**config.mk**
```make
export PLATFORM = sky130hd
export DESIGN_NAME = esd_supervisor_link
export DESIGN_NICKNAME = d
export VERILOG_FILES = /design/src/rtl/esd_pkg.sv /design/src/rtl/esd_supervisor_link_kick_timer.sv /design/src/rtl/esd_supervisor_link.sv
export SDC_FILE = /design/constraint.sdc
export NUM_CORES = 1
export LEC_CHECK = 0
export BUFFER_PORTS_ARGS = -buffer_cell sky130_fd_sc_hd__buf_2
export CORE_AREA = 2 2 75 77
export CTS_BUF_LIST = sky130_fd_sc_hd__clkbuf_8
export CTS_CLUSTER_SIZE = 20
export DETAILED_ROUTE_END_ITERATION = 6
export DIE_AREA = 0 0 77 79
export PLACE_DENSITY = 0.75
export SLEW_MARGIN = 20
export SYNTH_ARGS = -nofsm -noshare
export SYNTH_HDL_FRONTEND = slang
export SYNTH_HIERARCHICAL = 1
export SYNTH_SLANG_ARGS = --single-unit
```
**constraint.sdc**
```tcl
create_clock -name clk -period 3.05 [get_ports clk]
set_input_delay 0.1525 -clock clk [delete_from_list [all_inputs] [get_ports clk]]
set_output_delay 0.1525 -clock clk [all_outputs]
set_load 0.02 [all_outputs]
```
**src/rtl/esd_pkg.sv**
```systemverilog
// -----------------------------------------------------------------------------
// esd_pkg
// Shared definitions for the supervisor-side link to the emergency shutdown
// controller: FSM state encodings, default timing constants and a helper that
// classifies which states emit the watchdog heartbeat.
// -----------------------------------------------------------------------------
package esd_pkg;

    localparam logic [2:0] ST_IDLE      = 3'd0;
    localparam logic [2:0] ST_RUN       = 3'd1;
    localparam logic [2:0] ST_SD_SEEN   = 3'd2;
    localparam logic [2:0] ST_ACK_PULSE = 3'd3;
    localparam logic [2:0] ST_ACK_WAIT  = 3'd4;
    localparam logic [2:0] ST_LOCKOUT   = 3'd5;

    localparam int CLK_FREQ_HZ       = 50_000_000;
    localparam int KICK_INTERVAL_DEF = CLK_FREQ_HZ / 100;  // 10 ms heartbeat
    localparam int CTRL_TIMEOUT_CYC  = CLK_FREQ_HZ / 20;   // controller watchdog, 50 ms
    localparam int DEBOUNCE_CYC      = 100;                // controller E-STOP debounce depth

    function automatic logic is_kicking(input logic [2:0] st);
        return (st == ST_RUN) || (st == ST_SD_SEEN) ||
               (st == ST_ACK_PULSE) || (st == ST_ACK_WAIT);
    endfunction

endpackage

```
**src/rtl/esd_supervisor_link_kick_timer.sv**
```systemverilog
// -----------------------------------------------------------------------------
// esd_kick_timer
// Free-running modulo-INTERVAL_CYC down-counter plus heartbeat pulse generator.
// kick is high for PULSE_CYC cycles at the start of every interval, registered
// one cycle behind the counter phase.
//
// Ports:
//   clk   in   clock
//   rst   in   synchronous active-high reset
//   run   in   1 = kicks allowed this cycle (kicking state and app healthy)
//   clr   in   restart the interval at phase 0 (entry into a kicking state)
//   kick  out  heartbeat pulse
// -----------------------------------------------------------------------------
module esd_kick_timer #(
    parameter int INTERVAL_CYC = 500000,
    parameter int PULSE_CYC    = 2
) (
    input  logic clk,
    input  logic rst,
    input  logic run,
    input  logic clr,
    output logic kick
);

    localparam int CW = (INTERVAL_CYC > 1) ? $clog2(INTERVAL_CYC) : 1;
    localparam logic [CW-1:0] LOAD       = CW'(INTERVAL_CYC - 1);
    // Down-counter: phase p of the interval corresponds to cnt = LOAD - p,
    // so "phase < PULSE_CYC" becomes "cnt >= INTERVAL_CYC - PULSE_CYC".
    localparam logic [CW-1:0] KICK_FLOOR = CW'(INTERVAL_CYC - PULSE_CYC);

    logic [CW-1:0] cnt;

    always_ff @(posedge clk) begin
        if (rst) begin
            cnt  <= LOAD;
            kick <= 1'b0;
        end else begin
            if (clr || (cnt == '0)) begin
                cnt <= LOAD;
            end else begin
                cnt <= cnt - CW'(1);
            end
            // Suppressed on the clear edge so the first kick lands one cycle
            // after entry, regardless of the stale phase before the clear.
            kick <= run && !clr && (cnt >= KICK_FLOOR);
        end
    end

endmodule

```
**src/rtl/esd_supervisor_link.sv**
```systemverilog
// -----------------------------------------------------------------------------
// esd_supervisor_link
// Host-side companion of the emergency shutdown controller. Generates the
// watchdog heartbeat, detects controller shutdowns, and runs the ACK recovery
// handshake with bounded retries before locking out.
//
// Build option: define ESD_AUTO_RECOVER_EN to let SD_SEEN start an ACK on its
// own once estop_clear has been held for ACK_TIMEOUT_CYC cycles.
//
// Ports:
//   clk          in   system clock
//   rst          in   synchronous active-high reset
//   enable       in   master enable (0 forces IDLE next cycle)
//   app_healthy  in   0 = withhold kicks, counter keeps running
//   shutdown_in  in   controller shutdown, asynchronous
//   estop_clear  in   both E-STOPs released
//   recover_req  in   single-cycle recovery request
//   wdg_kick     out  heartbeat to controller
//   ack_n        out  active-low ACK to controller
//   state        out  FSM state
//   retry_cnt    out  ACK attempts in current episode
//   fault_cnt    out  shutdown episodes, saturating at 255
//   lockout      out  high in LOCKOUT
//
// state      | meaning
// -----------+-------------------------------------------------------------
// IDLE (0)   | disabled, no kicks, ack_n high
// RUN (1)    | heartbeat running, controller healthy
// SD_SEEN (2)| controller in shutdown, waiting for release request
// ACK_PULSE(3)| ack_n driven low for ACK_PULSE_CYC cycles
// ACK_WAIT(4)| waiting for shutdown to clear after the ACK
// LOCKOUT (5)| retries exhausted, only enable=0 or rst exits
// -----------------------------------------------------------------------------
module esd_supervisor_link
    import esd_pkg::*;
#(
    parameter int KICK_INTERVAL_CYC = KICK_INTERVAL_DEF,
    parameter int KICK_PULSE_CYC    = 2,
    parameter int ACK_PULSE_CYC     = 5,
    parameter int ACK_TIMEOUT_CYC   = 2000,
    parameter int MAX_RETRY         = 3
) (
    input  logic       clk,
    input  logic       rst,
    input  logic       enable,
    input  logic       app_healthy,
    input  logic       shutdown_in,
    input  logic       estop_clear,
    input  logic       recover_req,
    output logic       wdg_kick,
    output logic       ack_n,
    output logic [2:0] state,
    output logic [3:0] retry_cnt,
    output logic [7:0] fault_cnt,
    output logic       lockout
);

    localparam int TW = $clog2(ACK_TIMEOUT_CYC + ACK_PULSE_CYC + 1);
    localparam logic [TW-1:0] PULSE_LOAD = TW'(ACK_PULSE_CYC - 1);
    localparam logic [TW-1:0] WAIT_LOAD  = TW'(ACK_TIMEOUT_CYC - 1);
    localparam logic [3:0]    RETRY_MAX  = 4'(MAX_RETRY);

    logic          sd_meta;
    logic          sd_s;
    logic          sd_prev;
    logic          sd_rise;
    logic [2:0]    state_nx;
    logic [3:0]    retry_nx;
    logic [3:0]    retry_inc;
    logic [7:0]    fault_nx;
    logic [7:0]    fault_inc;
    logic [TW-1:0] tmr;
    logic [TW-1:0] tmr_nx;
    logic          auto_go;
    logic          kick_run;
    logic          kick_clr;

    always_ff @(posedge clk) begin
        if (rst) begin
            sd_meta <= 1'b0;
            sd_s    <= 1'b0;
            sd_prev <= 1'b0;
        end else begin
            sd_meta <= shutdown_in;
            sd_s    <= sd_meta;
            sd_prev <= sd_s;
        end
    end

    assign sd_rise   = sd_s && !sd_prev;
    assign retry_inc = (retry_cnt == 4'hF) ? retry_cnt : retry_cnt + 4'd1;
    assign fault_inc = (fault_cnt == 8'hFF) ? fault_cnt : fault_cnt + 8'd1;

`ifdef ESD_AUTO_RECOVER_EN
    logic [TW-1:0] hold_tmr;

    // Counts consecutive SD_SEEN cycles with estop_clear high; any drop of
    // estop_clear or leaving SD_SEEN restarts the hold.
    always_ff @(posedge clk) begin
        if (rst || (state != ST_SD_SEEN) || !estop_clear) begin
            hold_tmr <= WAIT_LOAD;
        end else if (hold_tmr != '0) begin
            hold_tmr <= hold_tmr - TW'(1);
        end
    end

    assign auto_go = (state == ST_SD_SEEN) && estop_clear && (hold_tmr == '0);
`else
    assign auto_go = 1'b0;
`endif

    always_comb begin
        state_nx = state;
        retry_nx = retry_cnt;
        fault_nx = fault_cnt;
        tmr_nx   = tmr;
        if (!enable) begin
            state_nx = ST_IDLE;
        end else begin
            case (state)
                ST_IDLE: begin
                    if (sd_s) begin
                        state_nx = ST_SD_SEEN;
                        fault_nx = fault_inc;
                        retry_nx = '0;
                    end else begin
                        state_nx = ST_RUN;
                    end
                end
                ST_RUN: begin
                    if (sd_rise) begin
                        state_nx = ST_SD_SEEN;
                        fault_nx = fault_inc;
                        retry_nx = '0;
                    end
                end
                ST_SD_SEEN: begin
                    if (!sd_s) begin
                        state_nx = ST_RUN;
                    end else if (estop_clear && (recover_req || auto_go)) begin
                        state_nx = ST_ACK_PULSE;
                        retry_nx = retry_inc;
                        tmr_nx   = PULSE_LOAD;
                    end
                end
                ST_ACK_PULSE: begin
                    if (!estop_clear) begin
                        state_nx = ST_SD_SEEN;
                    end else if (tmr == '0) begin
                        state_nx = ST_ACK_WAIT;
                        tmr_nx   = WAIT_LOAD;
                    end else begin
                        tmr_nx = tmr - TW'(1);
                    end
                end
                ST_ACK_WAIT: begin
                    if (!sd_s) begin
                        state_nx = ST_RUN;
                        retry_nx = '0;
                    end else if (tmr == '0) begin
                        state_nx = (retry_cnt < RETRY_MAX) ? ST_SD_SEEN : ST_LOCKOUT;
                    end else begin
                        tmr_nx = tmr - TW'(1);
                    end
                end
                ST_LOCKOUT: state_nx = ST_LOCKOUT;
                default:    state_nx = ST_IDLE;
            endcase
        end
    end

    // ack_n and lockout are registered from the next state so they change on
    // the same edge as the state register and never glitch on decode.
    always_ff @(posedge clk) begin
        if (rst) begin
            state     <= ST_IDLE;
            retry_cnt <= '0;
            fault_cnt <= '0;
            tmr       <= '0;
            ack_n     <= 1'b1;
            lockout   <= 1'b0;
        end else begin
            state     <= state_nx;
            retry_cnt <= retry_nx;
            fault_cnt <= fault_nx;
            tmr       <= tmr_nx;
            ack_n     <= (state_nx != ST_ACK_PULSE);
            lockout   <= (state_nx == ST_LOCKOUT);
        end
    end

    // Heartbeat phase restarts only when entering the kicking group, so moving
    // between RUN and the recovery states keeps the kick cadence intact.
    assign kick_clr = is_kicking(state_nx) && !is_kicking(state);
    assign kick_run = is_kicking(state_nx) && app_healthy;

    esd_kick_timer #(
        .INTERVAL_CYC (KICK_INTERVAL_CYC),
        .PULSE_CYC    (KICK_PULSE_CYC)
    ) u_kick_timer (
        .clk  (clk),
        .rst  (rst),
        .run  (kick_run),
        .clr  (kick_clr),
        .kick (wdg_kick)
    );

endmodule

```
# --- Word-level counts from Yosys, hierarchy flattened ---
# Cells that the tools add are included.
totals:
  memories: 0
  latch_bits: 0
  romBits: 0
  in_bits: 7
  word_cells: 94
  ramBits: 0
  out_inout_bits: 18
  regBits: 51
op_classes:
  div_mod_pow: 0
  n_shift: 0
  multipliers: 0
  n_reduce_logical: 26
  n_eq_ne: 22
  n_lt_le_gt_ge: 2
  mux: 29
  n_bitwise: 0
  addsub: 4
ops:
  columns: ["cell", "n"]
  rows:
  - ["$mux 11", 6]
  - ["$pmux 11 s3", 1]
  - ["$mux 3", 9]
  - ["$mux 4", 6]
  - ["$mux 8", 3]
  - ["$ge 19x19->1 const B", 1]
  - ["$logic_not 19->1", 1]
  - ["$sub 19x1->19 const B", 1]
  - ["$ne 2x2->1 const B", 9]
  - ["$pmux 3 s6", 1]
  - ["$pmux 4 s4", 1]
  - ["$pmux 8 s2", 1]
  - ["$eq 3x2->1 const B", 4]
  - ["$eq 3x3->1 const B", 4]
  - ["$logic_not 11->1", 1]
  - ["$sub 11x1->11 const B", 1]
  - ["$add 8x1->8 const B", 1]
  - ["$eq 8x8->1 const B", 1]
  - ["$reduce_and 8->1", 1]
  - ["$logic_or 1x1->1", 7]
  - ["$reduce_and 7->1", 1]
  - ["$eq 3x1->1 const B", 2]
  - ["$logic_and 1x1->1", 6]
  - ["$add 4x1->4 const B", 1]
  - ["11 further kinds", 13]

# --- Depth between registers and ports, before layout ---
# Gate-level depths: netlist (run 1).
logic_depth:
  depth_word: 14
  depth_mapped: 11
  depth_no_buf: 11

# --- Hierarchy ---
# The synthesis (run 1) kept the hierarchy.
by_module_without_submodules:
  columns: ["mod", "cells_per_inst", "area_per_inst_um2", "n_inst", "seq_area_each_um2"]
  rows:
  - ["esd_supervisor_link", 207, 1724.2, 1, 620.6]
  - ["esd_kick_timer", 115, 1061.0, 1, 400.4]

# --- Worst setup path after synthesis (run 1) ---
# OpenSTA, ideal clock, no wires.
synth_timing:
  path_kind: "flip-flop to flip-flop"
  start: "reg tmr[0]"
  end: "reg u_kick_timer.kick"
  synth_period_minus_slack_ns: 2.176
  arrival_time_ns: 2.061
  path_stages_with_launch: 12
  t_required_ns: 2.935
  setup_ns: 0.115
  path_buffers: 0
  path_slack_ns: 0.874
  path_cell_list: "dfxtp_1 > inv_1 > ha_1 > nor3b_2 > nand3_1 > o31ai_1 > o21ai_1 > nor4b_1 > nor2_1 > o2111ai_1 > nor2_1 > o21a_1"
synth_between:
  elab_chain_len: 13
  word_cells_on_any_way: 19
  classes_between: "eq/ne: 4; mux: 6; reduce/logical: 9"
synth_rtl:
  columns: ["item", "line_no", "source"]
  rows:
  - ["start, declared", "esd_supervisor_link.sv:72", "logic [TW-1:0] tmr;"]
  - ["start signal, assigned", "esd_supervisor_link.sv:186", "tmr <= tmr_nx;"]
  - ["$logic_not 11->1 *", "esd_supervisor_link.sv:149, esd_supervisor_link.sv:160", null]
  - ["$mux 3 (on tied branches)", "esd_supervisor_link.sv:160, esd_supervisor_link.sv:149", null]
  - ["$mux 3 (on tied branches)", "esd_supervisor_link.sv:157, esd_supervisor_link.sv:147", null]
  - ["$pmux 3 s6 *", "esd_supervisor_link.sv:120", "case (state)"]
  - ["$mux 3 *", "esd_supervisor_link.sv:117", "if (!enable) begin"]
  - ["$eq 3x1->1 / $eq 3x2->1 (equally long branches)", "esd_pkg.sv:22", "return (st == ST_RUN) || (st == ST_SD_SEEN) ||"]
  - ["$logic_or 1x1->1 (2 in series)", "esd_pkg.sv:22", null]
  - ["$logic_or 1x1->1 *", "esd_pkg.sv:23", "(st == ST_ACK_PULSE) || (st == ST_ACK_WAIT);"]
  - ["$logic_and 1x1->1 *", "esd_supervisor_link.sv:194", "assign kick_clr = is_kicking(state_nx) && !is_kicking(state);"]
  - ["net kick_clr", "esd_supervisor_link.sv:76", "logic kick_clr;"]
  - ["$logic_not 1->1 *", "esd_supervisor_link_kick_timer.sv:45", "kick <= run && !clr && (cnt >= KICK_FLOOR);"]
  - ["$logic_and 1x1->1 * (2 in series)", "esd_supervisor_link_kick_timer.sv:45", null]
  - ["end signal, assigned", "esd_supervisor_link_kick_timer.sv:45", null]
  - ["end, declared", "esd_supervisor_link_kick_timer.sv:22", "output logic kick"]
# Mark *: on every way through the listed nets, which the timed path passes. The rest lies on a longest branch.
# A chain may end at the register's enable or synchronous reset.

# --- Final worst setup path (run 1) ---
layout_timing:
  start: "reg tmr[0]"
  end: "reg u_kick_timer.cnt[15]"
layout_between:
  elab_chain_len: 12
  word_cells_on_any_way: 17
  classes_between: "eq/ne: 4; mux: 6; reduce/logical: 7"
layout_rtl:
  columns: ["item", "line_no", "source"]
  rows:
  - ["$logic_not 11->1 *", "esd_supervisor_link.sv:149, esd_supervisor_link.sv:160", null]
  - ["$mux 3 (on tied branches)", "esd_supervisor_link.sv:160, esd_supervisor_link.sv:149", null]
  - ["$mux 3 (on tied branches)", "esd_supervisor_link.sv:157, esd_supervisor_link.sv:147", null]
  - ["$pmux 3 s6 *", "esd_supervisor_link.sv:120", null]
  - ["$mux 3 *", "esd_supervisor_link.sv:117", null]
  - ["$eq 3x1->1 / $eq 3x2->1 (equally long branches)", "esd_pkg.sv:22", null]
  - ["$logic_or 1x1->1 (2 in series)", "esd_pkg.sv:22", null]
  - ["$logic_or 1x1->1 *", "esd_pkg.sv:23", null]
  - ["$logic_and 1x1->1 *", "esd_supervisor_link.sv:194", null]
  - ["net kick_clr", "esd_supervisor_link.sv:76", null]
  - ["$logic_or 1x1->1 *", "esd_supervisor_link_kick_timer.sv:38", "if (clr || (cnt == '0)) begin"]
  - ["$reduce_or 2->1 (no source line) *", null, null]
  - ["end signal, assigned", "esd_supervisor_link_kick_timer.sv:41", "cnt <= cnt - CW'(1);"]
  - ["end, declared", "esd_supervisor_link_kick_timer.sv:31", "logic [CW-1:0] cnt;"]
# Marked as above.

==> metrics.cfg, run 1 <==
[run_status]
outcome=complete, no violations

[timing]
tightestPinTransition_ps=813
rsz_0062_raised_after_global_routing=no
post-route-period-util_pct=85.6
max_freq_mhz=383
setup_viol=0
timing.final.max_slew_violations=0
finalWorstPathRequiredPeriod_ps=2610
fin_setup_tns_ps=0
remaining_max_slew_budget_at_the_tightest_pin_pct=45.5
final-hold-violation-count=0
skew_ps=6.83
fin_worst_hold_slack_ps=56.7

[floorplanning]
floorplan.die_area_mm2=0.00608
chipWidth_um=77
die_height_um=79
core_area_mm2=0.00534
num_rows=27
ioPinCount=25
start_util_pct=52.2

[placed_design]
port_buffers=24
detailed_place_hpwl_um=4080
gp_congestion=0.859
place_area_mm2=0.00295

[power_and_ir_drop]
leakage_nw=1.11
cellInternalPower_mw=0.853
power_per_cell_area_mw_per_mm2=372
pwr-share-clk_pct=33.6
seq_power_share_pct=60.6
pwr-share-comb_pct=5.8
switching_share_pct=24.4
switchingPower_mw=0.275
peakVddDrop_uv=243

[logic_synthesis]
synth.yosys.seq_area_share_pct=36.7
dominant_register_cell_in_the_synthesized_netlist=dfxtp_1
synth.net_count=335
synth_largest_type_area_fraction_pct=36.7
synth.yosys.warnings=6
post_synth_edffs=0
postSynthCellCount=322
top_post_synthesis_cells_by_area=dfxtp_1, nor2_1, xor2_1
ys_async_sr_fraction_pct=0
synth.largest_area_cell=dfxtp_1
syn_area_mm2=0.00279
synth-seq-cells=51
ys_types=67
synth_area_per_cell_um2=8.65

[critical_path]
cp-end-kind=register
worst_path_most_repeated_cell=nand3_1
r2r-start=tmr[0]$_SDFFE_PP0P_
cpPeakStageDelay_ps=430
critical_path_class=register to register
critical_path_buf_inv_count=1
crit_start=tmr[0]$_SDFFE_PP0P_
critPathTopFamily=simple AND/OR/NAND/NOR gates
worst_ep_required_time_ps=3230
r2r_setup_slack_ps=440
cp_slowest_cell=a21boi_2
setup.worst_path.start_class=register
cell_breakdown_of_the_critical_path=inv_1, ha_1, nor3b_2, nand3_1, o21ai_1, nor4b_1, nor2_1, a21boi_2, nand3_1
crit_arrival_ps=2790
crit_fanout=9

[finish]
layout_common_cells=dfxtp_1, nor2_1, nand2_1
layout_commonest_cell=dfxtp_1
layout.cell_area.non_filler_mm2=0.00303
area.growth.synth_to_final_pct=8.94
layout-drive-gt1-share_pct=16.6
insertedDiodeCount=0
fillerInstances=526
nets=356

[route]
drcViolationCount=0
drt.antenna.violating_nets=0
detail_route.wirelength_um=5790
drt_first_pass_iters=4
viasPerCell=5.81
dr_vias=2415
initialDrtViolationCount=156
avgRoutedWirePerCell_um=13.9

[global_routing]
first_pass_grt_wire_length_um=9740
global_route_usage_sum_pct=19.5
grt_start_max_net_pins=26
vias_in_the_first_global_route=2148
grt_overflow_total=0
antenna_found_initial=0

[clock_tree]
cts_tree=yes
cts_buffer_depth=2
insertion_delay_ps=300
post_cts.repair.setup_buffers=0
cts-hold-fix-buffers=0
cts_num_sinks=51
cts.repair.resized=0
cts.clk_slew.worst_paths_ps=90
cts_htree_levels=2
cts_buffers=5
cts.root.buffer_cell=clkbuf_8

[min_path]
hold_class=input pin to register
worstHoldStart=shutdown_in

[run]
drv_cap=0

==> worst register-to-register path, stage by stage (launching register included) <==
cell and delay, ps:
dfxtp_1 360, inv_1 90, ha_1 190, nor3b_2 350
nand3_1 260, o21ai_1 310, nor4b_1 80, nor2_1 310
a21boi_2 430, nand3_1 110
==> cell families after synthesis <==
kind of cell	Yosys count	synth area share, %
and+or+nand+nor	154	32.7
AOI/OAI and AO/OA	67	17.2
DFF	51	36.7
xor gates and xnor gates	21	6.60
buffers and inverters	20	3.01
adders and majority gates	6	2.70
muxes	3	1.12
==> final timing paths <==
kind,cells past startpoint,endpoint
worst min register to register,1,sd_s$_SDFF_PP0_
worst max-delay path,9,u_kick_timer/cnt[15]$_SDFF_PP1_
worst min-delay path,2,sd_meta$_SDFF_PP0_
worst max register to register,9,u_kick_timer/cnt[15]$_SDFF_PP1_
==> power groups by stage <==
stage	registers (mW)	logic (mW)	clock network, mW
2_1_floorplan	0.696	0.0464	0
3_3_place_gp	0.699	0.0646	0
3_5_place_dp	0.699	0.0650	0
4_1_cts	0.684	0.0654	0.395
5_1_grt	0.685	0.0729	0.417
6_report	0.684	0.0649	0.379
==> cell usage after synthesis, types with 2 or more instances <==
cell,instances
nor2b_1,5
nand2b_1,3
nor3_1,12
dfxtp_1,51
nand4b_1,2
o21a_1,2
a211o_1,2
a41oi_1,2
clkbuf_1,5
xnor2_1,7
ha_1,6
nand3_1,13
o221a_2,2
o21ai_0,12
o31ai_1,5
nor2_1,38
and3_1,2
nor3_2,3
o21ai_1,3
a31oi_1,5
nor4_4,2
a21boi_1,2
nand2_1,32
or3_1,6
o211ai_1,2
a311oi_1,2
nor3b_2,3
buf_2,4
a21oi_1,12
nor4b_1,2
nand4_1,9
or4_1,3
and4_1,2
nor4_2,2
a21boi_2,2
xor2_1,14
nand3b_1,3
inv_1,10
mux2i_1,2
==> layer usage <==
metal	vias up	part of all wire, %	global-route usage [%]
met2	36	49	34.1
li1	1219	-	-
met1	1154	47	24.9
met3	6	2.9	3.18
met5	-	0	0
met4	0	0.95	5.36
==> through the flow <==
stage	setup WS [ps]	util (%)	total power, mW	std cells
final	439	56.8	1.13	416
after global routing	191	56.8	1.17	416
after CTS	453	56.8	1.14	416
after detailed placement	472	55.3	0.764	408
after global placement	580	55.3	0.764	408
after floorplan	874	-	0.743	322
==> layout make-up <==
type,count,area [µm²],area share [%]
Clock buffer,5,68.8,2.27
Clock inverter,3,16.3,0.536
Inverter,10,37.5,1.24
Multi-Input combinational cell,251,1680,55.4
Sequential cell,51,1020,33.6
Tap cell,72,90.1,2.97
Timing Repair Buffer,24,120,3.96
==> flip-flops by register name (all words and copies together), names as in the netlist <==
name,count
lockout,1
ack_n,1
sd_s,1
state,3
fault_cnt,8
retry_cnt,4
u_kick_timer/kick,1
tmr,11
sd_prev,1
u_kick_timer/cnt,19
sd_meta,1
Note: power is estimated with default switching activity, not from simulation.
==> run 2, diff against run 1 <==
clock period = 3.3 ns   (was 3.05 ns; I/O delays follow)
==> run 2 against run 1 <==
Clock skew about the same; non-clock buffer count unchanged; sequential cell count unchanged; critical endpoint is now u_kick_timer/cnt[16]$_SDFF_PP1_; largest cell class unchanged.
==> metrics.cfg, run 2 (same netlist as run 1, synthesis figures left out) <==
[clock_tree]
cts.clk_slew.worst_paths_ps=90  ; about the same
cts_htree_levels=2  ; unchanged
cts_buffers=5  ; unchanged
cts_num_sinks=51  ; unchanged
cts_buffer_depth=2  ; unchanged
insertion_delay_ps=300  ; about the same
cts.root.buffer_cell=clkbuf_8  ; unchanged
cts-hold-fix-buffers=0  ; unchanged
cts_tree=yes  ; unchanged
post_cts.repair.setup_buffers=0  ; unchanged
cts.repair.resized=0  ; unchanged

[critical_path]
critical_path_class=register to register  ; unchanged
setup.worst_path.end=u_kick_timer/cnt[16]$_SDFF_PP1_  ; was u_kick_timer/cnt[15]$_SDFF_PP1_
crit_arrival_ps=2840  ; was 2790 ps
worst_ep_required_time_ps=3480  ; was 3230 ps
cpPeakStageDelay_ps=460  ; was 430 ps
crit_fanout=9  ; unchanged
worstReg2RegEnd=u_kick_timer/cnt[16]$_SDFF_PP1_  ; was u_kick_timer/cnt[15]$_SDFF_PP1_
cell_breakdown_of_the_critical_path=inv_1, ha_1, nor3b_2, nand3_1, o21ai_1, nor4b_1, nor2_1, a21boi_2, o21ai_1  ; was inv_1, ha_1, nor3b_2, nand3_1, o21ai_1, nor4b_1, nor2_1, a21boi_2, nand3_1
r2r-start=tmr[0]$_SDFFE_PP0P_  ; unchanged
ff2ff_path_depth=9  ; unchanged
crit_start=tmr[0]$_SDFFE_PP0P_  ; unchanged
cp_slowest_cell=a21boi_2  ; unchanged
cp-end-kind=register  ; unchanged
r2r_setup_slack_ps=640  ; was 440 ps
setup.worst_path.start_class=register  ; unchanged
worst_path_most_repeated_cell=o21ai_1  ; was nand3_1

[finish]
register_area_mm2=0.00102  ; unchanged
area_used_by_multi_input_combinational_logic_mm2=0.00168  ; unchanged
nets=356  ; unchanged
layout-drive-gt1-share_pct=16.6  ; unchanged
regs_by_ff_count=u_kick_timer/cnt (19), tmr (11), fault_cnt (8)  ; unchanged
finalCoreUtilization_pct=57.7  ; was 56.8%
layout_commonest_cell=dfxtp_1  ; unchanged
post_layout_nonfiller_instances=416  ; unchanged
insertedDiodeCount=0  ; unchanged
max_flop_register=u_kick_timer/cnt  ; unchanged
area.growth.synth_to_final_pct=10.6  ; was 8.94%
fillerInstances=505  ; was 526
largest_register_ffs=19  ; unchanged
layout_common_cells=dfxtp_1, nor2_1, nand2_1  ; unchanged

[route]
drt_first_pass_iters=4  ; unchanged
dr_vias=2439  ; was 2415
detail_route.wirelength_um=6010  ; was 5790 µm
drt.antenna.violating_nets=0  ; unchanged
initialDrtViolationCount=169  ; was 156
drcViolationCount=0  ; unchanged
viasPerCell=5.86  ; was 5.81
avgRoutedWirePerCell_um=14.4  ; was 13.9 µm

[floorplanning]
floorplan.die_area_mm2=0.00608  ; unchanged
start_util_pct=52.2  ; unchanged
num_rows=27  ; unchanged
chipWidth_um=77  ; unchanged
core_area_mm2=0.00534  ; unchanged
ioPinCount=25  ; unchanged
die_height_um=79  ; unchanged

[min_path]
hold_class=input pin to register  ; unchanged

[timing]
remaining_max_slew_budget_at_the_tightest_pin_pct=45.2  ; was 45.5%
skew_ps=6.85  ; was 6.83 ps
rsz_0062_raised_after_global_routing=no  ; unchanged
finalWorstPathRequiredPeriod_ps=2660  ; was 2610 ps
final-hold-violation-count=0  ; unchanged
tightestPinTransition_ps=817  ; was 813 ps
max_freq_mhz=377  ; was 383 MHz
timing.final.max_slew_violations=0  ; unchanged
fin_setup_tns_ps=0  ; unchanged
post-route-period-util_pct=80.5  ; was 85.6%
setup_viol=0  ; unchanged

[run]
drv_cap=0  ; unchanged

[global_routing]
grt_overflow_total=0  ; unchanged
antenna_found_initial=0  ; unchanged
busiest_layer_in_global_routing=met2  ; unchanged
grt_util_met1_pct=25.4  ; was 24.9%
grt_util_met3_pct=3.75  ; was 3.18%
first_pass_grt_wire_length_um=9850  ; was 9740 µm
grt_start_max_net_pins=26  ; unchanged
met2_usage_pct=33.7  ; was 34.1%
global_route_usage_sum_pct=19.9  ; was 19.5%
vias_in_the_first_global_route=2141  ; was 2148

[power_and_ir_drop]
switchingPower_mw=0.257  ; was 0.275 mW
seq_power_share_pct=52.7  ; was 60.6%
power_per_cell_area_mw_per_mm2=389  ; was 372 mW/mm²
leakage_nw=1.13  ; was 1.11 nW
cellInternalPower_mw=0.943  ; was 0.853 mW
pwr-share-comb_pct=5.1  ; was 5.8%
peakVddDrop_uv=256  ; was 243 µV
switching_share_pct=21.4  ; was 24.4%
pwr-share-clk_pct=42.3  ; was 33.6%

[placed_design]
gp_congestion=0.837  ; was 0.859
port_buffers=24  ; unchanged
detailed_place_hpwl_um=4180  ; was 4080 µm
placedCellCount=408  ; unchanged

[run_status]
outcome=complete, no violations  ; unchanged

-- run 2: worst min-delay path by stage --
stage / start / to / slack (ps) / depth (start not counted)
after floorplan: rst / sd_s$_SDFF_PP0_ / 240 / 1
after global placement: shutdown_in / sd_meta$_SDFF_PP0_ / 380 / 2
after detailed placement: shutdown_in / sd_meta$_SDFF_PP0_ / 380 / 2
after CTS: shutdown_in / sd_meta$_SDFF_PP0_ / 50 / 2
after global routing: shutdown_in / sd_meta$_SDFF_PP0_ / 110 / 2
final: shutdown_in / sd_meta$_SDFF_PP0_ / 60 / 2
-- run 2: metal layers --
metal,vias to the layer above,wire [µm]
met3,11,140
met5,-,0
met1,1174,2860
met2,31,2900
li1,1223,-
met4,0,110
-- run 2: worst max-delay path: cells and delay by family (launching register included) --
family	cells	cell delay, ps
flops	1	360
fa+ha+maj	1	190
compound gates	3	880
simple gates	4	1010
buf+inv	1	90
-- run 2: area by class of cell --
type | count | share of cell area, %
tap | 72 | 2.92
multi-input combinational | 251 | 54.5
clock inverter | 3 | 2.07
sequential | 51 | 33.1
clock buffer | 5 | 2.23
inverter | 10 | 1.22
timing repair buffer | 24 | 3.90
-- run 2: power groups by stage --
| stage | clock network (mW) | registers [mW] | logic, mW |
|---|---|---|---|
| after floorplan | 0 | 0.643 | 0.0429 |
| after global placement | 0 | 0.646 | 0.0597 |
| after detailed placement | 0 | 0.646 | 0.0604 |
| after CTS | 0.521 | 0.632 | 0.0608 |
| after global routing | 0.540 | 0.633 | 0.0677 |
| final | 0.507 | 0.632 | 0.0607 |
-- run 2: per-stage QoR --
stage / area [µm²] / total power [mW] / hold WS [ps] / setup slack (ps)
global placement: 2950 / 0.706 / 380 / 830
CTS: 3080 / 1.21 / 54.3 / 680
finish: 3080 / 1.20 / 64.2 / 644
detailed placement: 2950 / 0.707 / 383 / 707
global route: 3080 / 1.24 / 107 / 403
floorplan: 2790 / 0.686 / 237 / 1120
